===== config.mk =====
export PLATFORM = sky130hd
export DESIGN_NAME = weight_mem_rsp
export DESIGN_NICKNAME = d
export VERILOG_FILES = /design/src/rtl/weight_mem_rsp.sv
export SDC_FILE = /design/constraint.sdc
export NUM_CORES = 1
export LEC_CHECK = 0
export ABC_AREA = 1
export BUFFER_PORTS_ARGS = -buffer_cell sky130_fd_sc_hd__buf_2
export CAP_MARGIN = 20
export CORE_MARGIN = 4
export CORE_UTILIZATION = 35
export DETAILED_ROUTE_END_ITERATION = 12
export MAX_ROUTING_LAYER = met4
export PLACE_DENSITY_LB_ADDON = 0.2
export SLEW_MARGIN = 15
export SYNTH_ARGS = -nofsm -noshare
export SYNTH_HDL_FRONTEND = slang
export SYNTH_SLANG_ARGS = --single-unit

===== constraint.sdc =====
create_clock -name clk -period 4.68 [get_ports clk]
set_input_delay 0.702 -clock clk [delete_from_list [all_inputs] [get_ports clk]]
set_output_delay 0.702 -clock clk [all_outputs]
set_load 0.1 [all_outputs]

===== src/rtl/weight_mem_rsp.sv =====
// Read responder for the BIU-to-arbiter protocol: accepts single-word reads, reads a
// 1-cycle-latency SRAM and returns in-order responses through a credit-limited FIFO.
module weight_mem_rsp #(
    parameter int AW        = 32,
    parameter int DW        = 32,
    parameter int MEM_WORDS = 4096,
    parameter int DEPTH     = 4
) (
    input  logic          clk,
    input  logic          rst_n,
    input  logic [AW-1:0] req_addr,
    input  logic          req_vld,
    input  logic          req_req,
    output logic          req_rdy,
    output logic [AW-1:0] rsp_addr,
    output logic [DW-1:0] rsp_data,
    output logic          rsp_err,
    output logic          rsp_vld,
    input  logic          rsp_rdy,
    output logic          sram_cen,
    output logic [11:0]   sram_addr,
    input  logic [DW-1:0] sram_rdata,
    output logic          busy
);

    localparam int CW = $clog2(DEPTH + 1);
    localparam int PW = $clog2(DEPTH) + 1;
    localparam int IW = PW - 1;

    logic [CW-1:0] credit;
    logic          acc;
    logic          pop;
    logic          in_range;

    logic          s1_vld;
    logic          s1_in_range;
    logic [AW-1:0] s1_addr;

    logic [PW-1:0] wr_ptr;
    logic [PW-1:0] rd_ptr;
    logic [IW-1:0] wr_idx;
    logic [IW-1:0] rd_idx;

    logic [AW-1:0] fifo_addr [DEPTH];
    logic [DW-1:0] fifo_data [DEPTH];
    logic          fifo_err  [DEPTH];

    logic [AW-1:0] hold_addr;
    logic [DW-1:0] hold_data;
    logic          hold_err;

    assign in_range  = {2'b00, req_addr[AW-1:2]} < AW'(MEM_WORDS);
    assign req_rdy   = req_req & (credit < CW'(DEPTH));
    assign acc       = req_vld & req_rdy;
    assign sram_cen  = acc & in_range;
    assign sram_addr = req_addr[13:2];

    assign wr_idx  = wr_ptr[IW-1:0];
    assign rd_idx  = rd_ptr[IW-1:0];
    assign rsp_vld = (wr_ptr != rd_ptr);
    assign pop     = rsp_vld & rsp_rdy;
    assign busy    = (credit != '0);

    // Credit counts every request between acceptance and pop, so the FIFO can never overflow.
    // NOTE: sequential state uses non-blocking assignments so every register samples pre-edge values.
    always_ff @(posedge clk) begin
        if (!rst_n) begin
            credit <= '0;
        end else begin
            case ({acc, pop})
                2'b10:   credit <= credit + 1'b1;
                2'b01:   credit <= credit - 1'b1;
                default: credit <= credit;
            endcase
        end
    end

    always_ff @(posedge clk) begin
        if (!rst_n) begin
            s1_vld      <= 1'b0;
            s1_in_range <= 1'b0;
            s1_addr     <= '0;
        end else begin
            s1_vld <= acc;
            if (acc) begin
                s1_in_range <= in_range;
                s1_addr     <= req_addr;
            end
        end
    end

    always_ff @(posedge clk) begin
        if (!rst_n) begin
            wr_ptr <= '0;
            rd_ptr <= '0;
        end else begin
            if (s1_vld) wr_ptr <= wr_ptr + 1'b1;
            if (pop)    rd_ptr <= rd_ptr + 1'b1;
        end
    end

    // NOTE: FIFO storage is not reset; the pointers alone define which entries are valid.
    always_ff @(posedge clk) begin
        if (s1_vld) begin
            fifo_addr[wr_idx] <= s1_addr;
            fifo_data[wr_idx] <= s1_in_range ? sram_rdata : '0;
            fifo_err[wr_idx]  <= ~s1_in_range;
        end
    end

    // Last popped entry keeps the response bus steady while the FIFO is empty.
    always_ff @(posedge clk) begin
        if (!rst_n) begin
            hold_addr <= '0;
            hold_data <= '0;
            hold_err  <= 1'b0;
        end else if (pop) begin
            hold_addr <= fifo_addr[rd_idx];
            hold_data <= fifo_data[rd_idx];
            hold_err  <= fifo_err[rd_idx];
        end
    end

    assign rsp_addr = rsp_vld ? fifo_addr[rd_idx] : hold_addr;
    assign rsp_data = rsp_vld ? fifo_data[rd_idx] : hold_data;
    assign rsp_err  = rsp_vld ? fifo_err[rd_idx]  : hold_err;

endmodule


==> flow_summary.ini, run 1 <==
[pwr]
p_leak_nw = 7.20
p_seq_share_pct = 36.3
peakVddDrop_v = 0.000328
p_clk_share_pct = 30.2
internal-power_mw = 6.11
p_per_area_mw_per_mm2 = 583
netSwitchingPower_mw = 4.25
p_comb_share_pct = 33.5
sw_frac_of_total_pct = 41.0
power_mw = 10.4

[global_route]
grt_max_degree = 85
grt_pass1_vias = 10200
grt_remaining_overflow = 0
grt_first_pass_wirelength_mm = 57.0
grtUsageTotal_pct = 15.6
antenna_found_initial = 0

[yosys]
yosys-top-cells-area = edfxtp_1 (51%), dfxtp_1 (14%), nand2_1 (12%)
syn_avg_cell_area_um2 = 9.64
synth_area_mm2 = 0.0154
ys_seq_area_share_pct = 65.0
synth_warnings = 0
syn-num-nets = 1673
synth_top_area_cell = edfxtp_1
synth_seq_cells = 370
synthDistinctLibCells = 23
synth_top_area_share_pct = 50.7
syn_inst = 1597

[floorplanning]
rows = 76
pin_count = 150
die_area_mm2 = 0.0474
die_w_um = 218
start_util_pct = 35.6
placeableCoreArea_mm2 = 0.0433
fp.dieH_um = 218

[layout]
final_area_mm2 = 0.0178
drive_gt1_share_pct = 13.9
fin_util_pct = 41.1
areaGrowthSynthToFinish_pct = 15.4
nets = 1758
final_common_cell = nand2_1
diodes = 0
layout_common_cells = nand2_1 (477), edfxtp_1 (260), nand3_1 (231)

[detailed_routing]
wl_per_cell_um = 15.8
routed_wl_mm = 36.4
drt_first_pass_iters = 5
vias_per_cell = 4.78
drtIter0Drc = 720
drtAntennaViolNets = 0
vias = 11000
route.detailed.drc = 0

[status]
status = finished, final reports clean

[cts]
cts_hold_buf = 0
post_cts_buffers = 0
root_buffer = clkbuf_16
clock_path_buffers = 3
cts_tree = yes
clk_pin_slew_worst_paths_ps = 60
clock_sinks = 370
cts_buffers = 40
cts.repair.resized = 0
htreeDepth = 2
clock_latency_ps = 550

[worst_setup_path]
reg2reg_from = wr_ptr[1]
critPathMaxFanout = 78
endpoint_kind = output port
arrival_ps = 3160
worstSetupStartpointType = register
critPathRequiredTime_ps = 3980
path_class = register to output port
r2r_slack_ps = 2090

[sta]
period_needed_ps = 3860
clock_skew_ps = 24.9
tightest_slew_ps = 998
setup-violations-final = 0
slew_headroom_pct = 33.4
fin_tns_setup_ps = 0
max_freq_mhz = 259
rsz0062_at_grt = no
finalWorstSetupSlack_ps = 820
finalCritPeriodShare_pct = 82.5
timing.final.max_slew_violations = 0
hold_viol = 0

[hold_path]
hp-class = input pin to register
holdCritStartpoint = req_addr[1]

[placed_design]
io_buffer_count = 149
pre_cts_ws_ps = 1330
hpwl_mm = 21.4
routabilityCongestion = 0.729
placed_area_mm2 = 0.0165

[job]
drv_cap = 0
## state kept, by name (all words and copies together) (netlist names), named ones only
| signal | count |
|---|---|
| hold_data | 32 |
| wr_ptr | 3 |
| s1_vld | 1 |
| hold_err | 1 |
| fifo_err | 4 |
| s1_in_range | 1 |
| rd_ptr | 3 |
| hold_addr | 32 |
| s1_addr | 32 |
| fifo_addr | 128 |
| fifo_data | 128 |
| credit | 3 |
## through the flow
stage / std cells / hold WS (ps)
final: 2298 / 431
after global routing: 2298 / 432
after CTS: 2298 / 397
after detailed placement: 2225 / 470
after global placement: 2224 / 456
after floorplan: 1597 / 442
## logic make-up after synthesis
group,count (synthesis),synth area share (%)
flip-flops,370,65.0
AO/OA/AOI/OAI,177,5.77
XOR/XNOR,1,0.0569
adder cells (fa/ha/maj),7,0.618
buffers and inverters,177,5.46
AND/OR/NAND/NOR,865,23.1
## layer usage
layer  GRT usage (%)  share of wire, %  vias up
met5               -                 0        -
met4            4.81               2.2        0
met3            2.56               4.4       56
met2            25.3                48      225
met1            20.3                45     5172
li1                -                 -     5535
## cells in the mapped netlist (all sizes together)
cell type and instances:
ha 6, xnor2 1, fa 1, dfxtp 110, buf 98, nand2 477, or2 1, and2 1
edfxtp 260, nand3 232, inv 52, a21oi 171, o21ai 5, a211oi 1, clkinv 1, nor2 153
clkbuf 26, nor3 1
## cell type report
| type | instances | area, um2 |
|---|---|---|
| clock buffers | 55 | 1100 |
| clock inverters | 18 | 205 |
| fillers | 4228 | 25500 |
| inverters | 53 | 206 |
| multi-input cells | 1050 | 4550 |
| flip-flops and latches | 370 | 10000 |
| well taps | 585 | 732 |
| repair buffers | 167 | 961 |
## final timing paths
check             depth (start not counted)      endpoint
setup / recovery                          6  rsp_addr[19]
setup reg to reg                         13     credit[2]
hold reg to reg                           2  hold_addr[5]
hold / removal                            3    s1_addr[1]
## worst max-delay path: stages (launching register included)
cell and delay [ps]:
dfxtp_4 880, buf_4 610, nand2_1 110, nand3_1 110, nand2_1 80, a21oi_1 290
buf_2 500
## power groups by stage
| stage | clock network, mW | registers [mW] | logic [mW] |
|---|---|---|---|
| 2_1_floorplan | 0 | 3.78 | 2.99 |
| 3_3_place_gp | 0 | 3.83 | 3.47 |
| 3_5_place_dp | 0 | 3.83 | 3.50 |
| 4_1_cts | 3.21 | 3.76 | 3.50 |
| 5_1_grt | 3.35 | 3.78 | 3.70 |
| 6_report | 3.13 | 3.76 | 3.47 |
Note: power is estimated with default switching activity, not from simulation.
==> inputs of run 2 (changes only) <==
==> constraint.sdc (replaced) <==
create_clock -name clk -period 3.3 [get_ports clk]
set_input_delay 0.495 -clock clk [delete_from_list [all_inputs] [get_ports clk]]
set_output_delay 0.495 -clock clk [all_outputs]
set_load 0.1 [all_outputs]
==> flow_summary.ini, run 2 (synthesized netlist as in run 1, its figures left out) <==
[placed_design]
io_buffer_count = 149
routabilityCongestion = 0.732
hpwl_mm = 22.1

[sta]
fin_tns_setup_ps = 0
slew_headroom_pct = 35.3
hold_viol = 0
max_freq_mhz = 320
finalCritPeriodShare_pct = 94.6
period_needed_ps = 3120
tightest_slew_ps = 971
clock_skew_ps = 29.3
setup-violations-final = 0
rsz0062_at_grt = no
holdWs_ps = 225
timing.final.max_slew_violations = 0

[global_route]
grtUsageTotal_pct = 15.9
grt_pass1_vias = 10200
grt_max_degree = 85
grt_first_pass_wirelength_mm = 58.0
grt_remaining_overflow = 0
antenna_found_initial = 0

[hold_path]
hp-class = input pin to register
holdCritStartpoint = req_addr[18]
worst_hold_path.endpoint = s1_addr[18]
min_path_cells = 3

[layout]
reg_top3 = fifo_addr (128), fifo_data (128)
nets = 1770
diodes = 0
fin_util_pct = 41.4
layout_common_cells = nand2_1 (477), edfxtp_1 (260), nand3_1 (231)
drive_gt1_share_pct = 14.7
areaGrowthSynthToFinish_pct = 16.5
final_common_cell = nand2_1

[pwr]
p_per_area_mw_per_mm2 = 826
peakVddDrop_v = 0.000584
p_leak_nw = 7.30

[detailed_routing]
vias = 11000
vias_per_cell = 4.75
drt_first_pass_iters = 6
drtIter0Drc = 770
wl_per_cell_um = 16.0
routed_wl_mm = 37.0
drtAntennaViolNets = 0
route.detailed.drc = 0

[cts]
clock_latency_ps = 560
cts_buffers = 41
htreeDepth = 2
root_buffer = clkbuf_16
post_cts_buffers = 0
cts.repair.resized = 0
cts_hold_buf = 0
clock_path_buffers = 3
clk_pin_slew_worst_paths_ps = 70
clock_sinks = 370
cts_tree = yes

[worst_setup_path]
r2r_end = credit[2]
reg2reg_from = wr_ptr[1]
arrival_ps = 2630
worstSetupStartpointType = register
endpoint_kind = output port
r2r_slack_ps = 970
critPathRequiredTime_ps = 2800
critPathMaxFanout = 44
path_class = register to output port
rr_worst_depth = 13

[floorplanning]
pin_count = 150
rows = 76
die_w_um = 218
die_area_mm2 = 0.0474
placeableCoreArea_mm2 = 0.0433
start_util_pct = 35.6
fp.dieH_um = 218

[job]
drv_cap = 0

[status]
status = finished, final reports clean
==> run 2: changes by cell type in the layout (fill, tap and decap cells not counted), sizes merged <==
cell	previous run	this run
clkbuf	55	58
inv	49	52
buf	167	178
bufinv	4	2
clkinv	16	14
==> run 2: final cells by class <==
type | instances | area [um2]
timing repair buffer | 178 | 1080
clock inverter | 17 | 154
fill | 4155 | 25300
sequential | 370 | 10000
inverter | 53 | 206
tap | 585 | 732
multi-input combinational | 1050 | 4550
clock buffer | 58 | 1190
==> run 2: through the flow <==
step	instance area, um2	setup slack [ps]	std cells	power [mW]
floorplan	15400	116	1597	9.60
global placement	16600	606	2235	10.4
detailed placement	16600	642	2235	10.4
CTS	17900	50.0	2310	15.0
global route	17900	27.3	2311	15.5
finish	17900	179	2311	14.8
==> run 2: worst max-delay path by stage <==
| stage | from | endpoint | slack, ps |
|---|---|---|---|
| final | wr_ptr[1] | rsp_addr[21] | 180 |
| after global routing | wr_ptr[1] | rsp_addr[20] | 30 |
| after CTS | register | rsp_addr[20] | 50 |
| after detailed placement | register | rsp_addr[24] | 640 |
| after global placement | register | rsp_addr[20] | 610 |
| after floorplan | wr_ptr[1] | rsp_data[22] | 120 |
==> run 2: metal layers <==
| layer | up-vias | share of wire [%] | GRT usage, % |
|---|---|---|---|
| met5 | - | 0 | - |
| met4 | 0 | 2.2 | 4.88 |
| met3 | 60 | 4.1 | 2.49 |
| met2 | 215 | 48 | 25.7 |
| met1 | 5140 | 46 | 20.7 |
| li1 | 5560 | - | - |
==> run 2: power by group <==
part	switching [mW]	total (mW)	internal, mW
registers	0.143	5.32	5.17
clock network	1.82	4.49	2.68
logic	4.12	5.00	0.874
total	6.08	14.8	8.72
==> run 2: worst max-delay path, cell delays in order (launching register included) <==
cell,delay (ps)
dfxtp_1,380
inv_1,110
nand2_1,80
nand2_1,80
nand3_4,230
buf_4,430
nor2_1,70
a21oi_1,190
buf_2,470
==> inputs of run 3 (changes only) <==
--- a/config.mk
+++ b/config.mk
@@ -5,7 +5,6 @@
 export SDC_FILE = /design/constraint.sdc
 export NUM_CORES = 1
 export LEC_CHECK = 0
-export ABC_AREA = 1
 export BUFFER_PORTS_ARGS = -buffer_cell sky130_fd_sc_hd__buf_2
 export CAP_MARGIN = 20
 export CORE_MARGIN = 4
@@ -13,6 +12,8 @@
 export DETAILED_ROUTE_END_ITERATION = 12
 export MAX_ROUTING_LAYER = met4
 export PLACE_DENSITY_LB_ADDON = 0.2
+export REMOVE_ABC_BUFFERS = 1
+export SKIP_CTS_REPAIR_TIMING = 1
 export SLEW_MARGIN = 15
 export SYNTH_ARGS = -nofsm -noshare
 export SYNTH_HDL_FRONTEND = slang
==> flow_summary.ini, run 3 <==
[yosys]
synth_top_family_by_area = multiplexers
syn_inst = 959
synthSimpleGateAreaFrac_pct = 10.3
synthAdderAreaFrac_pct = 0.644
synth_area_mm2 = 0.0148
yosys_most_used_dff = edfxtp_1
synthXorXnorAreaFrac_pct = 0.475
muxShareOfSynthArea_pct = 15.9
synth.most_common_cell = edfxtp_1
yosys-top-cells-area = edfxtp_1 (53%), dfxtp_1 (15%), mux4_2 (9.9%)
synth_edf_count = 260
synth.top_cells.by_count = edfxtp_1 (260), nand3_1 (132), nand2_1 (131), dfxtp_1 (110), mux4_2 (65)
syn_avg_cell_area_um2 = 15.4
async_flop_share_pct = 0
synth_warnings = 0
synth_compound_area_share_pct = 2.04
synth_top_area_cell = edfxtp_1
synthDistinctLibCells = 33
synth_seq_cells = 370
synth_top_area_share_pct = 52.9
ys_seq_area_share_pct = 67.8

[floorplanning]
rows = 74
fp.dieH_um = 213
placeableCoreArea_mm2 = 0.0413
start_util_pct = 35.8
die_area_mm2 = 0.0455
pin_count = 150
die_w_um = 213

[sta]
holdWs_ps = 236
rsz0062_at_grt = no
hold_viol = 0
max_freq_mhz = 327
fin_tns_setup_ps = 0
setup-violations-final = 0
period_needed_ps = 3060
clock_skew_ps = 20.1
finalCritPeriodShare_pct = 92.7
tightest_slew_ps = 987
timing.final.max_slew_violations = 0
slew_headroom_pct = 34.2

[detailed_routing]
vias_per_cell = 4.93
wl_per_cell_um = 19.9
drtAntennaViolNets = 0
drt_first_pass_iters = 4
drtIter0Drc = 442
vias = 8171
routed_wl_mm = 33.0
route.detailed.drc = 0

[placed_design]
io_buffer_count = 149
hpwl_mm = 18.9
placed_cells_incl_taps = 1585
routabilityCongestion = 0.696
placed_area_mm2 = 0.0171

[cts]
clock_latency_ps = 520
htreeDepth = 2
root_buffer = clkbuf_16
clock_sinks = 370
cts_tree = yes
clock_path_buffers = 3
cts_buffers = 40
clk_pin_slew_worst_paths_ps = 60

[pwr]
p_leak_nw = 6.49
power_mw = 13.3
p_per_area_mw_per_mm2 = 725
peakVddDrop_v = 0.000353

[worst_setup_path]
worstSetupStartpointType = register
arrival_ps = 2560
path_class = register to output port
worstPathCellList = xor2_1 -> or3_4 -> buf_12 -> mux2_2 -> buf_12
worst_path_largest_cell_delay_ps = 440
cp_common_cell = buf_12
critPathRequiredTime_ps = 2800
critPathMaxFanout = 29
endpoint_kind = output port
slowest_stage = dfxtp_1

[job]
drv_cap = 0

[global_route]
grt_first_pass_wirelength_mm = 50.3
grt_pass1_vias = 8430
grtUsageTotal_pct = 14.8
grt_remaining_overflow = 0
grt_max_degree = 86
antenna_found_initial = 0

[layout]
final_common_cell = edfxtp_1
final_cells = 1657
layout_common_cells = edfxtp_1 (260), nand3_1 (132), nand2_1 (131)
nets = 1171
diodes = 0
areaGrowthSynthToFinish_pct = 24.2
reg_top3 = fifo_addr (128), fifo_data (128)
final_area_mm2 = 0.0183
drive_gt1_share_pct = 32.5

[status]
status = finished, final reports clean

[hold_path]
hp-class = input pin to register
==> run 3: metrics by stage <==
step | worst slack, ps | util (%)
2_1_floorplan | -1470 | -
3_3_place_gp | 749 | 41.4
3_5_place_dp | 745 | 41.4
4_1_cts | 178 | 44.4
5_1_grt | 121 | 44.4
6_report | 241 | 44.4
==> run 3: cell families (layout without fill, tap and decap cells) <==
family,count (synthesis),in the layout
flip-flops,370,370
AND/OR/NAND/NOR,320,320
multiplexers,131,131
buffers and inverters,84,250
AO/OA/AOI/OAI,39,39
XOR/XNOR,8,8
adder cells (fa/ha/maj),7,7
==> run 3: report_power, final <==
part / total, mW / switching, mW / internal [mW]
logic: 3.82 / 2.42 / 1.40
registers: 5.21 / 0.112 / 5.10
clock network: 4.26 / 1.72 / 2.54
total: 13.3 / 4.25 / 9.03
==> run 3: path summary, 6_finish.rpt <==
check	slack (ps)	depth (start not counted)	end	from
max	240	5	rsp_addr[1]	wr_ptr[0]
min reg2reg	450	2	hold_data[1]	hold_data[1]
min	240	3	s1_addr[0]	req_addr[0]
max reg2reg	1060	6	rd_ptr[2]	wr_ptr[1]
==> run 3: worst max-delay path, delay by kind of cell (launching register included) <==
kind | cells | cell delay, ps
buffers and inverters | 2 | 470
multiplexers | 1 | 420
XOR/XNOR | 1 | 320
flip-flops | 1 | 440
AND/OR/NAND/NOR | 1 | 370
==> run 3: area by class of cell <==
class,instances,area (um2)
fillers,3678,23000
flip-flops and latches,370,10000
multi-input cells,505,4350
repair buffers,170,2030
clock buffers,60,1140
well taps,532,666
clock inverters,12,118
inverters,8,31.3
==> run 3: per-layer routing <==
layer / vias to the layer above / share of wire (%) / GRT usage [%] / routed length [um]
met3: 50 / 3.4 / 2.18 / 1130
met5: - / 0 / - / 0
met2: 153 / 49 / 24.3 / 16200
met1: 4123 / 46 / 19.9 / 15000
met4: 0 / 1.9 / 3.42 / 610
li1: 3845 / - / - / -
